**config.mk**
```make
export PLATFORM = sky130hd
export DESIGN_NAME = frog_control_flat
export DESIGN_NICKNAME = d
export VERILOG_FILES = /design/src/rtl/frogger_pkg.sv /design/src/rtl/frog_control_if.sv /design/src/rtl/key_edge_detect.sv /design/src/rtl/frog_control.sv /design/src/flat_wrapper.sv
export SDC_FILE = /design/constraint.sdc
export NUM_CORES = 1
export LEC_CHECK = 0
export ABC_AREA = 1
export CAP_MARGIN = 40
export CORE_ASPECT_RATIO = 0.9
export CORE_MARGIN = 3
export CORE_UTILIZATION = 35
export CTS_BUF_LIST = sky130_fd_sc_hd__clkbuf_4 sky130_fd_sc_hd__clkbuf_8
export DETAILED_ROUTE_END_ITERATION = 8
export SYNTH_ARGS = -nofsm -noshare
export SYNTH_HDL_FRONTEND = slang
export SYNTH_HIERARCHICAL = 1
export SYNTH_SLANG_ARGS = --single-unit
```
**constraint.sdc**
```tcl
create_clock -name frame_clk -period 2.14 [get_ports frame_clk]
set_clock_uncertainty 0.05 [all_clocks]
set_input_delay 0.428 -clock frame_clk [delete_from_list [all_inputs] [get_ports frame_clk]]
set_output_delay 0.428 -clock frame_clk [all_outputs]
set_load 0.005 [all_outputs]
```
**src/rtl/frogger_pkg.sv**
```systemverilog
// Shared definitions for the frog controller.
//   frog_state_t : controller FSM states
//   dir_t        : hop direction
//   SCREEN_W/SCREEN_H/TILE : playfield geometry in pixels
//   hop_allowed  : true when a one-tile hop in the given direction stays on screen
package frogger_pkg;

    localparam int SCREEN_W = 640;
    localparam int SCREEN_H = 480;
    localparam int TILE     = 40;

    typedef enum logic [2:0] {
        IDLE,
        HOP,
        DEAD,
        HOME,
        OVER
    } frog_state_t;

    typedef enum logic [1:0] {
        UP,
        DOWN,
        LEFT,
        RIGHT
    } dir_t;

    // The frog is one tile wide, so the last legal top-left coordinate is
    // one tile short of the screen edge; a hop needs a whole tile of room.
    function automatic logic hop_allowed(dir_t dir, logic [10:0] x, logic [10:0] y);
        logic ok;
        ok = 1'b0;
        case (dir)
            UP:      ok = (y >= 11'(TILE));
            DOWN:    ok = (y <= 11'(SCREEN_H - 2 * TILE));
            LEFT:    ok = (x >= 11'(TILE));
            RIGHT:   ok = (x <= 11'(SCREEN_W - 2 * TILE));
            default: ok = 1'b0;
        endcase
        return ok;
    endfunction

endpackage

```
**src/rtl/frog_control_if.sv**
```systemverilog
// Bundle between the frog controller and the rest of the game.
//   Key_Up/Down/Left/Right : key levels from the keyboard decoder
//   Car_Collision_Any      : OR of all car-lane collision flags
//   Frog_X/Frog_Y          : frog top-left position (11 bits)
//   Frog_Side              : frog size in pixels
//   Lives, Home_Count      : game counters
//   Frog_Dead, Frog_Home   : single-frame event pulses
//   Game_Over              : level, high once all lives are spent
// Modports: master = game side (drives keys/collision), slave = frog controller.
interface frog_control_if;

    logic        Key_Up;
    logic        Key_Down;
    logic        Key_Left;
    logic        Key_Right;
    logic        Car_Collision_Any;
    logic [10:0] Frog_X;
    logic [10:0] Frog_Y;
    logic [10:0] Frog_Side;
    logic [1:0]  Lives;
    logic [3:0]  Home_Count;
    logic        Frog_Dead;
    logic        Frog_Home;
    logic        Game_Over;

    modport master (
        output Key_Up, Key_Down, Key_Left, Key_Right, Car_Collision_Any,
        input  Frog_X, Frog_Y, Frog_Side, Lives, Home_Count,
        input  Frog_Dead, Frog_Home, Game_Over
    );

    modport slave (
        input  Key_Up, Key_Down, Key_Left, Key_Right, Car_Collision_Any,
        output Frog_X, Frog_Y, Frog_Side, Lives, Home_Count,
        output Frog_Dead, Frog_Home, Game_Over
    );

endinterface

```
**src/rtl/key_edge_detect.sv**
```systemverilog
// Rising-edge detector for key levels, one bit per key.
//   clk   : frame clock
//   rst_n : asynchronous active-low reset
//   key   : key levels
//   press : high for the frame in which a key goes from low to high
// A key must be seen low at least once after reset before it can produce a
// press, so a key already held when reset releases stays silent until it is
// released and pressed again.
module key_edge_detect #(
    parameter int N = 4
) (
    input  logic         clk,
    input  logic         rst_n,
    input  logic [N-1:0] key,
    output logic [N-1:0] press
);

    generate
        for (genvar gi = 0; gi < N; gi++) begin : g_key
            logic prev_reg;
            logic armed_reg;

            always_ff @(posedge clk or negedge rst_n) begin
                if (!rst_n) begin
                    prev_reg  <= 1'b0;
                    armed_reg <= 1'b0;
                end else begin
                    prev_reg <= key[gi];
                    if (!key[gi]) begin
                        armed_reg <= 1'b1;
                    end
                end
            end

            assign press[gi] = key[gi] & ~prev_reg & armed_reg;
        end
    endgenerate

endmodule

```
**src/rtl/frog_control.sv**
```systemverilog
// Frog movement / life controller, stepped once per video frame.
//   frame_clk : frame clock, all state changes on its rising edge
//   Reset_n   : asynchronous active-low reset
//   bus       : frog_control_if.slave (keys, collision in; position, counters,
//               event pulses out)
// A key press starts a one-tile hop (HOP_FRAMES frames of HOP_STEP pixels),
// a collision freezes the frog for DEATH_FRAMES frames and costs a life,
// reaching the top row counts a crossing and respawns the frog.
// Optional build macro: FROG_INVINCIBLE_EN -- collisions are ignored and
// Lives stays at LIVES_INIT.
module frog_control
    import frogger_pkg::*;
#(
    parameter logic [10:0] START_X      = 11'd300,
    parameter logic [10:0] START_Y      = 11'd440,
    parameter logic [10:0] HOP_STEP     = 11'd10,
    parameter int          HOP_FRAMES   = 4,
    parameter int          DEATH_FRAMES = 30,
    parameter logic [1:0]  LIVES_INIT   = 2'd3
) (
    input  logic           frame_clk,
    input  logic           Reset_n,
    frog_control_if.slave  bus
);

    localparam int HOP_W  = $clog2(HOP_FRAMES + 1);
    localparam int DEAD_W = $clog2(DEATH_FRAMES + 1);

    frog_state_t       state_reg, state_next;
    dir_t              dir_reg, dir_next;
    logic [10:0]       x_reg, x_next;
    logic [10:0]       y_reg, y_next;
    logic [HOP_W-1:0]  hop_cnt_reg, hop_cnt_next;
    logic [DEAD_W-1:0] dead_cnt_reg, dead_cnt_next;
    logic [1:0]        lives_reg, lives_next;
    logic [3:0]        home_cnt_reg, home_cnt_next;

    logic [3:0]        press;
    logic              press_any;
    dir_t              press_dir;
    logic              collision;

    // Bit order: 0 = Up, 1 = Down, 2 = Left, 3 = Right.
    key_edge_detect #(.N(4)) u_key_edge (
        .clk   (frame_clk),
        .rst_n (Reset_n),
        .key   ({bus.Key_Right, bus.Key_Left, bus.Key_Down, bus.Key_Up}),
        .press (press)
    );

`ifdef FROG_INVINCIBLE_EN
    assign collision = 1'b0;
`else
    assign collision = bus.Car_Collision_Any;
`endif

    // Only the highest-priority press is considered; if that hop would leave
    // the screen the whole press is dropped rather than falling through.
    assign press_any = |press;
    always_comb begin
        press_dir = RIGHT;
        if (press[0]) begin
            press_dir = UP;
        end else if (press[1]) begin
            press_dir = DOWN;
        end else if (press[2]) begin
            press_dir = LEFT;
        end
    end

    always_ff @(posedge frame_clk or negedge Reset_n) begin
        if (!Reset_n) begin
            state_reg    <= IDLE;
            dir_reg      <= UP;
            x_reg        <= START_X;
            y_reg        <= START_Y;
            hop_cnt_reg  <= '0;
            dead_cnt_reg <= '0;
            lives_reg    <= LIVES_INIT;
            home_cnt_reg <= 4'd0;
        end else begin
            state_reg    <= state_next;
            dir_reg      <= dir_next;
            x_reg        <= x_next;
            y_reg        <= y_next;
            hop_cnt_reg  <= hop_cnt_next;
            dead_cnt_reg <= dead_cnt_next;
            lives_reg    <= lives_next;
            home_cnt_reg <= home_cnt_next;
        end
    end

    always_comb begin
        state_next    = state_reg;
        dir_next      = dir_reg;
        x_next        = x_reg;
        y_next        = y_reg;
        hop_cnt_next  = hop_cnt_reg;
        dead_cnt_next = dead_cnt_reg;
        lives_next    = lives_reg;
        home_cnt_next = home_cnt_reg;

        unique case (state_reg)
            IDLE: begin
                if (collision) begin
                    state_next    = DEAD;
                    dead_cnt_next = '0;
                    lives_next    = (lives_reg != 2'd0) ? lives_reg - 2'd1 : 2'd0;
                end else if (press_any && hop_allowed(press_dir, x_reg, y_reg)) begin
                    state_next   = HOP;
                    dir_next     = press_dir;
                    hop_cnt_next = '0;
                end
            end

            HOP: begin
                // A collision wins over the move and over hop completion,
                // leaving the frog frozen where it was hit.
                if (collision) begin
                    state_next    = DEAD;
                    dead_cnt_next = '0;
                    lives_next    = (lives_reg != 2'd0) ? lives_reg - 2'd1 : 2'd0;
                end else begin
                    unique case (dir_reg)
                        UP:    y_next = y_reg - HOP_STEP;
                        DOWN:  y_next = y_reg + HOP_STEP;
                        LEFT:  x_next = x_reg - HOP_STEP;
                        RIGHT: x_next = x_reg + HOP_STEP;
                    endcase
                    if (hop_cnt_reg == HOP_W'(HOP_FRAMES - 1)) begin
                        if (y_next == 11'd0) begin
                            state_next    = HOME;
                            home_cnt_next = (home_cnt_reg != 4'd15) ? home_cnt_reg + 4'd1
                                                                    : 4'd15;
                        end else begin
                            state_next = IDLE;
                        end
                    end else begin
                        hop_cnt_next = hop_cnt_reg + HOP_W'(1);
                    end
                end
            end

            DEAD: begin
                if (dead_cnt_reg == DEAD_W'(DEATH_FRAMES - 1)) begin
                    if (lives_reg == 2'd0) begin
                        state_next = OVER;
                    end else begin
                        state_next = IDLE;
                        x_next     = START_X;
                        y_next     = START_Y;
                    end
                end else begin
                    dead_cnt_next = dead_cnt_reg + DEAD_W'(1);
                end
            end

            HOME: begin
                state_next = IDLE;
                x_next     = START_X;
                y_next     = START_Y;
            end

            OVER: begin
                state_next = OVER;
            end

            default: begin
                state_next = IDLE;
            end
        endcase
    end

    assign bus.Frog_X     = x_reg;
    assign bus.Frog_Y     = y_reg;
    assign bus.Frog_Side  = 11'(TILE);
    assign bus.Lives      = lives_reg;
    assign bus.Home_Count = home_cnt_reg;
    // The death pulse is the first frame of DEAD; HOME is only one frame long.
    assign bus.Frog_Dead  = (state_reg == DEAD) && (dead_cnt_reg == '0);
    assign bus.Frog_Home  = (state_reg == HOME);
    assign bus.Game_Over  = (state_reg == OVER);

endmodule

```
**src/flat_wrapper.sv**
```systemverilog
// flat-port wrapper written by rule: the top's interface ports become plain ports
module frog_control_flat import frogger_pkg::*;
#(
    parameter logic [10:0] START_X      = 11'd300,
    parameter logic [10:0] START_Y      = 11'd440,
    parameter logic [10:0] HOP_STEP     = 11'd10,
    parameter int          HOP_FRAMES   = 4,
    parameter int          DEATH_FRAMES = 30,
    parameter logic [1:0]  LIVES_INIT   = 2'd3
)
  (frame_clk, Reset_n, bus_Key_Up, bus_Key_Down, bus_Key_Left, bus_Key_Right, bus_Car_Collision_Any, bus_Frog_X, bus_Frog_Y, bus_Frog_Side, bus_Lives, bus_Home_Count, bus_Frog_Dead, bus_Frog_Home, bus_Game_Over);
  frog_control_if bus_i ();
  input  logic frame_clk;
  input  logic Reset_n;
  input wire logic [$bits(bus_i.Key_Up)-1:0] bus_Key_Up;
  input wire logic [$bits(bus_i.Key_Down)-1:0] bus_Key_Down;
  input wire logic [$bits(bus_i.Key_Left)-1:0] bus_Key_Left;
  input wire logic [$bits(bus_i.Key_Right)-1:0] bus_Key_Right;
  input wire logic [$bits(bus_i.Car_Collision_Any)-1:0] bus_Car_Collision_Any;
  output wire logic [$bits(bus_i.Frog_X)-1:0] bus_Frog_X;
  output wire logic [$bits(bus_i.Frog_Y)-1:0] bus_Frog_Y;
  output wire logic [$bits(bus_i.Frog_Side)-1:0] bus_Frog_Side;
  output wire logic [$bits(bus_i.Lives)-1:0] bus_Lives;
  output wire logic [$bits(bus_i.Home_Count)-1:0] bus_Home_Count;
  output wire logic [$bits(bus_i.Frog_Dead)-1:0] bus_Frog_Dead;
  output wire logic [$bits(bus_i.Frog_Home)-1:0] bus_Frog_Home;
  output wire logic [$bits(bus_i.Game_Over)-1:0] bus_Game_Over;
  assign bus_i.Key_Up = bus_Key_Up;
  assign bus_i.Key_Down = bus_Key_Down;
  assign bus_i.Key_Left = bus_Key_Left;
  assign bus_i.Key_Right = bus_Key_Right;
  assign bus_i.Car_Collision_Any = bus_Car_Collision_Any;
  assign bus_Frog_X = bus_i.Frog_X;
  assign bus_Frog_Y = bus_i.Frog_Y;
  assign bus_Frog_Side = bus_i.Frog_Side;
  assign bus_Lives = bus_i.Lives;
  assign bus_Home_Count = bus_i.Home_Count;
  assign bus_Frog_Dead = bus_i.Frog_Dead;
  assign bus_Frog_Home = bus_i.Frog_Home;
  assign bus_Game_Over = bus_i.Game_Over;
  frog_control #(.START_X(START_X), .START_Y(START_Y), .HOP_STEP(HOP_STEP), .HOP_FRAMES(HOP_FRAMES), .DEATH_FRAMES(DEATH_FRAMES), .LIVES_INIT(LIVES_INIT)) u_core (.frame_clk(frame_clk), .Reset_n(Reset_n), .bus(bus_i));
endmodule
```
==> impl.org, run 1 <==
** Yosys
- After synthesis the cells add up to 0.00350 sq mm.
- Yosys printed 6 warnings.
- Post-synthesis sequential element count :: 47
- The average instance in the mapped netlist occupies 7.13 sq um.
- Proportion of synthesized chip area in sequential cells :: 0.340
- Cells after Synth :: 490
- Yosys mapped the design onto 38 distinct sky130hd cell types.

** Cells and area
- The finished layout holds 710 standard cells, fillers aside.
- Share of final-layout standard cells stronger than drive strength 1 :: 0.333
- P&R area growth vs syn :: 43.3%
- 0 antenna diodes ended up in the layout.
- Number of inserted filler cells in the final layout :: 902
- At the end of the flow, the number of nets in the layout was 620.
- Post-layout util :: 0.532

** Clock tree
- CTS max path bufs :: 2
- Buffers inserted during clock tree synthesis total 5.
- Buffer type at the clock tree root :: sky130_fd_sc_hd__clkbuf_8
- CTS H-tree depth :: 2
- The later pin in the worst-skew pair is clocked with a latency of 0.31 ns.
- TritonCTS clock tree :: done
- Clock-pin slew on the worst setup and hold paths :: 0.10 ns
- Number of clock sinks :: 47

** Critical path
- The worst register-to-register path begins at u_core/dir_reg[1]$_DFFE_PN0P_.
- By startpoint and endpoint, the worst setup path is classified as flop to flop.
- Critical path launch point type :: flop
- Highest fanout seen on the critical path :: 5
- For the worst setup path, the data required time is 2.29 ns.
- Worst Setup End Kind :: flop
- In this run the critical register-to-register path is captured at u_core/bus.Home_Count[1]$_DFFE_PN0P_.
- Internal reg-to-reg setup slack :: -0.11 ns
- STA puts the critical path data arrival time at 2.40 ns.
- Measured in cells, the most critical reg-to-reg path has a length of 15.

** Floorplan
- In this run the core area contains 33 standard-cell rows.
- 49 I/O pins were placed.
- Starting utilization of the core area :: 0.371
- X dimension of the die :: 111 microns
- CORE AREA :: 0.00941 sq mm
- DIE AREA :: 0.0112 sq mm
- From bottom edge to top edge, the die measures 101 microns.

** Detailed routing
- Drt via density :: 4.93
- Final wirelength :: 9590 microns
- Total iterations of the first detailed-routing run :: 5
- Number of design rule violations left after detail routing :: 0
- Violation count after the first detailed-route iteration :: 153
- Detailed routing inserted a total of 3500 vias.
- In the final routed layout, each cell accounts on average for 13.5 microns.
- Once detail routing completed, the nets flagged for antenna violations numbered 0.

** Timing
- Crit share post-route :: 1.05
- Setup slack on the critical path of the routed design comes to -0.112 ns.
- Time the worst path needs with I/O delays and setup :: 2.25 ns
- In the final timing run, aggregate negative setup slack is -0.586 ns.
- Final Max Slew Viols :: 0
- Based on the critical path, the design can be clocked at up to 0.444 GHz.
- The hold violation count in the final report came to 5.
- Setup repair after global routing could not meet its margin everywhere.
- Setup violations remaining at the end of the flow were counted as 9.
- Worst hold margin :: -0.00134 ns

** Worst hold path
- Worst Hold Class :: input pin to async pin

** Status
- Violations in the final reports :: negative hold slack, negative setup slack
- The flow ran to the end, but the final reports show violations.

** Place
- The congestion estimate from routability-driven global placement came to 0.922.
- Final HPWL from detailed placement :: 6860 microns
- After detailed placement, the design holds a cell count of 685.
- During placement, the flow inserted port buffers numbering 35.
- OpenSTA, run right after detailed placement, puts the worst setup slack at -0.251 ns.

** Power and ir drop
- Power Density :: 1790 mW/mm^2
- Summed over all cells, the static leakage comes to 2.36 nW.
- Maximum vdd ir drop :: 1.09 mV

** Run
- # Max-Cap Violations :: 0

** Global route
- The number of global-route vias before repair came to 3374.
- Global-route wire length before repair :: 15600 microns
- Entering global routing, the biggest net connects 30 pins.
- Overflow after GRT :: 0
- GRT Overall Usage :: 0.167
- Initial antenna violation count :: 0
==> layer usage <==
layer / share of wire / GRT usage
met4: 0.0093 / 0.0271
met3: 0.044 / 0.0234
met2: 0.50 / 0.296
met1: 0.45 / 0.224
met5: 0 / 0
==> worst max-delay path by stage <==
stage,from,to,depth (start not counted)
2_1_floorplan,u_core/dir_reg[1]$_DFFE_PN0P_,u_core/bus.Home_Count[0]$_DFFE_PN0P_,15
3_3_place_gp,u_core/dir_reg[0]$_DFFE_PN0P_,u_core/bus.Home_Count[2]$_DFFE_PN0P_,15
3_5_place_dp,u_core/dir_reg[0]$_DFFE_PN0P_,u_core/bus.Home_Count[1]$_DFFE_PN0P_,15
4_1_cts,u_core/dir_reg[1]$_DFFE_PN0P_,u_core/bus.Home_Count[1]$_DFFE_PN0P_,14
5_1_grt,u_core/dir_reg[1]$_DFFE_PN0P_,u_core/bus.Home_Count[2]$_DFFE_PN0P_,15
6_report,u_core/dir_reg[1]$_DFFE_PN0P_,u_core/bus.Home_Count[1]$_DFFE_PN0P_,15
==> worst max-delay path, cell delays in order (launching register included) <==
cell	delay [ns]
sky130_fd_sc_hd__dfrtp_2	0.46
sky130_fd_sc_hd__clkinv_4	0.10
sky130_fd_sc_hd__nand2_8	0.09
sky130_fd_sc_hd__ha_4	0.25
sky130_fd_sc_hd__buf_4	0.13
sky130_fd_sc_hd__buf_4	0.13
sky130_fd_sc_hd__inv_2	0.06
sky130_fd_sc_hd__nand3_2	0.08
sky130_fd_sc_hd__nand3_1	0.11
sky130_fd_sc_hd__nand2_2	0.07
sky130_fd_sc_hd__nor2_4	0.11
sky130_fd_sc_hd__nand2_1	0.06
sky130_fd_sc_hd__nor2_1	0.10
sky130_fd_sc_hd__nand4_1	0.17
sky130_fd_sc_hd__nand2_1	0.11
sky130_fd_sc_hd__nand2_1	0.06
==> report_power, final <==
part           internal [W]  leakage (nW)  switching, W
registers           0.00120         0.572      0.000317
logic               0.00322          1.74       0.00364
clock network      0.000235        0.0485      0.000337
==> metrics by stage <==
step | power, W | cell area (sq um)
after global placement | 0.00635 | 4260
after CTS | 0.00775 | 4660
final | 0.00895 | 5010
after global routing | 0.00975 | 5010
after detailed placement | 0.00640 | 4260
after floorplan | 0.00456 | 3540
==> kinds of logic (layout without fill, tap and decap cells) <==
family,Yosys count,after routing,share of synthesized area
compound gates,64,64,0.108
fa+ha+maj,26,26,0.0974
flops,47,47,0.340
simple gates,252,253,0.316
other cells,2,13,0.00215
buf+inv,90,176,0.113
xor+xnor,9,9,0.0225
==> cells in the mapped netlist, drive strengths merged <==
master	count	area, sq um
xnor2	2	17.5
o31ai	3	22.5
xor2	7	61.3
nand3b	2	15.0
fa	2	40.0
o22a	1	8.76
o21a	1	7.51
nor3	12	76.3
nand3	34	170
dfrtp	36	901
nand2	141	542
o311ai	1	8.76
a22oi	3	22.5
conb	2	7.51
a21oi	19	95.1
or2	5	31.3
o21ai	21	109
inv	73	274
ha	24	300
a21o	2	15.0
a21boi	1	7.51
o21bai	1	7.51
nand4	9	56.3
dfstp	11	289
nor2	49	214
o2111ai	2	17.5
a31oi	3	18.8
buf	17	123
o22ai	6	37.5
==> cell usage in the layout, fill, tap and decap left out, types with 13 or more instances in the layout <==
master | synthesis | layout
sky130_fd_sc_hd__buf_4 | 15 | 54
sky130_fd_sc_hd__ha_4 | 0 | 17
sky130_fd_sc_hd__nand3_1 | 34 | 25
sky130_fd_sc_hd__nor2_2 | 6 | 15
sky130_fd_sc_hd__inv_2 | 6 | 13
sky130_fd_sc_hd__nor2_1 | 41 | 29
sky130_fd_sc_hd__nand2_1 | 136 | 114
sky130_fd_sc_hd__inv_1 | 67 | 57
sky130_fd_sc_hd__conb_1 | 2 | 13
sky130_fd_sc_hd__nand2_2 | 5 | 21
sky130_fd_sc_hd__dfrtp_1 | 36 | 35
sky130_fd_sc_hd__clkdlybuf4s50_1 | 0 | 33
==> cell type report <==
type	count	area (sq um)	share of cell area
clock buffer	5	68.8	0.0137
tap	122	153	0.0305
timing repair buffer	95	830	0.166
multi-input combinational	365	2460	0.491
clock inverter	3	22.5	0.00449
inverter	73	284	0.0567
sequential	47	1190	0.238
==> repair_timing <==
item | 4_1_cts | 5_1_grt
setup endpoints to repair | 11 | 19
gates cloned | 1 | 0
buffers inserted | 6 | 10
pin swaps | 12 | 33
hold buffers | 0 | 0
resized for setup | 48 | 75
Power figures use the tool's default switching activity.
==> run 2, diff against run 1 <==
Settings changed: DONT_BUFFER_PORTS from default to 1.
==> impl.org, run 2 (synthesized netlist as in run 1, its figures left out) <==
** Clock tree
- The number of clock sinks seen by CTS came to 47 (unchanged).
- The tree is rooted in a sky130_fd_sc_hd__clkbuf_8.
- Skew-Pair Late Insertion Delay :: 0.31 ns (about the same)
- CTS Buf Count :: 5 (unchanged)
- The clock-pin slew on the worst setup and hold paths was 0.10 ns (about the same).
- CTS H-tree depth :: 2 (unchanged)
- TritonCTS built the clock tree.
- CTS max path bufs :: 2 (unchanged)

** Cells and area
- Post-layout net count :: 587 (-5.3%)
- The top cell types in the final layout, fill and taps aside, are sky130_fd_sc_hd__nand2_1, sky130_fd_sc_hd__inv_1, sky130_fd_sc_hd__buf_4.
- Antenna Diode Count :: 0 (unchanged)
- The non-filler instance count after layout is 677 (-4.6%).
- The fraction of final layout cells sized beyond drive strength 1 is 0.355 (+0.0216).
- P&R area growth vs syn :: 34.3%
- Post-layout util :: 0.499 (-0.0335)
- Most common library cell in the layout ignoring fill and taps :: sky130_fd_sc_hd__nand2_1

** Detailed routing
- Number of design rule violations left after detail routing :: 0 (unchanged)
- The post-detailed-route via-to-cell ratio is 5.04 (+2.3%).
- The count of nets left with antenna violations after detail routing came to 0 (unchanged).
- The wire length reported by the detailed router came to 9840 microns (+2.7%).
- The met1 routed wirelength after detailed routing was 4190 microns (-2.4%).
- Average routed wire per standard cell :: 14.5 microns (+7.7%)
- The detailed-route via count is 3415 (-2.4%).
- The met2 wirelength from detailed routing was 4790 microns (about the same).
- Violation count after the first detailed-route iteration :: 161 (+5.2%)
- Metal3 WL :: 675 microns (+61%)
- After detailed routing, no signal wire sits above met4.
- The first-pass iteration count of the detailed router was 4 (-1).

** Floorplan
- Starting utilization of the core area :: 0.371 (unchanged)
- Ports :: 49 (unchanged)
- The floorplan die height came to 101 microns (unchanged).
- CORE AREA :: 0.00941 sq mm (unchanged)
- Number of cell rows :: 33 (unchanged)
- The die footprint is 0.0112 sq mm (unchanged).
- The overall die width is 111 microns (unchanged).

** Timing
- The count of pins over their slew limit came to 0 (unchanged).
- The worst setup margin came to -0.168 ns (-0.0564 ns).
- Final setup violation count :: 6 (-3)
- RSZ-0062 raised after global routing :: true
- Crit share post-route :: 1.08 (+0.0263)
- The final critical-path required period was 2.31 ns (+0.0564 ns).
- The maximum clock frequency came to 0.433 GHz (-2.4%).
- The hold violation count in the final report is 0 (-5).
- The setup TNS is -0.903 ns (-0.317 ns).

** Critical path
- The slack of the worst reg-to-reg path is -0.17 ns (-0.06 ns).
- The worst register-to-register path begins at u_core/dir_reg[0]$_DFFE_PN0P_.
- The endpoint identified for the worst register-to-register timing path is u_core/state_reg[1]$_DFFE_PN0P_.
- The peak fanout along the critical path came to 3 (-2).
- The arrival time reported for the critical path endpoint was 2.50 ns (+0.10 ns).
- STA classifies the critical path endpoint as a flop.
- CP required :: 2.34 ns (+0.05 ns)
- The worst setup path is of the flop to flop kind.
- The worst reg-to-reg path cell count is 14 (-1).
- The worst setup path is launched from a flop.

** Global route
- The number of antenna violations at the first check in global routing was 0 (unchanged).
- Overflow after GRT :: 0 (unchanged)
- The wire length of the first global-routing pass was 15900 microns (+2.2%).
- The global routing usage summed across all routing layers was 0.174 (+0.00647).
- Vias in the first global route :: 3304 (-2.1%)
- The maximum number of pins on one net before global-route repair was 48 (+60%).

** Run
- # Max-Cap Violations :: 0 (unchanged)

** Power and ir drop
- Power Density :: 1850 mW/mm^2 (+3.7%)
- Maximum vdd ir drop :: 1.07 mV (-2.1%)
- The power after layout is 0.00870 W (-2.8%).
- Leakage power :: 2.24 nW (-5.0%)

** Place
- Final HPWL from detailed placement :: 7000 microns (+2.1%)
- Input/output buffers :: 0 (-100%)
- Setup slack at placement :: -0.272 ns (-0.0201 ns)
- The placed cell count was 647 (-5.5%).
- The routability-driven placement congestion ratio was 0.860 (-6.7%).

** Status
- Violations in the final reports :: negative setup slack
- Status :: complete, but fails checks

** Worst hold path
- In this run the most critical hold path is launched from bus_Key_Up.
- Worst Hold Class :: input pin to flop
- For hold timing, the worst endpoint is u_core/u_key_edge/g_key[0].prev_reg$_DFF_PN0_.
- Hold Crit Depth :: 0
## run 2: cell types whose count changed in the layout (fill, tap and decap cells not counted), sizes merged
cell / previous run / this run
clkbuf: 5 / 6
clkdlybuf4s50: 33 / 0
clkinv: 3 / 0
clkinvlp: 0 / 1
dlygate4sd2: 1 / 0
dlygate4sd3: 0 / 1
inv: 73 / 74
## run 2: worst max-delay path by stage
stage                                      endpoint  cells past startpoint  slack [ns]                           from
6_report            u_core/state_reg[1]$_DFFE_PN0P_                     14       -0.17  u_core/dir_reg[0]$_DFFE_PN0P_
3_5_place_dp   u_core/bus.Home_Count[0]$_DFFE_PN0P_                     13       -0.27  u_core/dir_reg[1]$_DFFE_PN0P_
4_1_cts        u_core/bus.Home_Count[2]$_DFFE_PN0P_                     16       -0.11  u_core/dir_reg[1]$_DFFE_PN0P_
5_1_grt        u_core/bus.Home_Count[3]$_DFFE_PN0P_                     17       -0.30  u_core/dir_reg[1]$_DFFE_PN0P_
3_3_place_gp   u_core/bus.Home_Count[1]$_DFFE_PN0P_                     15       -0.24  u_core/dir_reg[1]$_DFFE_PN0P_
2_1_floorplan  u_core/bus.Home_Count[0]$_DFFE_PN0P_                     15        0.02  u_core/dir_reg[1]$_DFFE_PN0P_
## run 2: routing by layer
| layer | vias to the layer above | GRT usage |
|---|---|---|
| met2 | 92 | 0.299 |
| met1 | 1615 | 0.217 |
| met4 | 0 | 0.0477 |
| met3 | 19 | 0.0474 |
| li1 | 1689 | - |
| met5 | - | 0 |
## run 2: critical path, cell delays in order (launching register included)
cell	delay (ns)
sky130_fd_sc_hd__dfrtp_1	0.43
sky130_fd_sc_hd__inv_2	0.10
sky130_fd_sc_hd__nor2_4	0.05
sky130_fd_sc_hd__buf_6	0.11
sky130_fd_sc_hd__fa_2	0.53
sky130_fd_sc_hd__nand2_2	0.07
sky130_fd_sc_hd__o21ai_4	0.08
sky130_fd_sc_hd__nand3_2	0.08
sky130_fd_sc_hd__nor2_1	0.11
sky130_fd_sc_hd__nand3_1	0.08
sky130_fd_sc_hd__nor2_1	0.10
sky130_fd_sc_hd__nand2_1	0.10
sky130_fd_sc_hd__nor3_2	0.18
sky130_fd_sc_hd__o21ai_1	0.09
sky130_fd_sc_hd__nand2_1	0.07
## run 2: what timing repair did
action,CTS,global route
setup buffers,10,9
gates resized for setup,59,64
endpoints found under the setup margin,11,19
endpoints found under the hold margin,47,0
cloned,1,0
hold buffers,2,0
pin swaps,22,35
## run 2: cell type report
type                       instances  area, sq um
multi-input combinational        365         2460
inverter                          73          284
clock inverter                     2         16.3
clock buffer                       6         76.3
tap                              122          153
sequential                        47         1190
fill                             887         4720
timing repair buffer              62          510
## run 2: power by group
group	internal, W	switching [W]	total [W]	leakage (nW)
Sequential	0.00120	0.000319	0.00152	0.572
Combinational	0.00296	0.00364	0.00659	1.62
Clock	0.000248	0.000334	0.000583	0.0452
## run 2: metrics by stage
stage / instance area (sq um) / hold slack, ns
floorplan: 3540 / 0.0824
global placement: 3880 / 0.0841
detailed placement: 3880 / 0.0849
CTS: 4380 / 0.0758
global route: 4700 / 0.0668
finish: 4700 / 0.0840
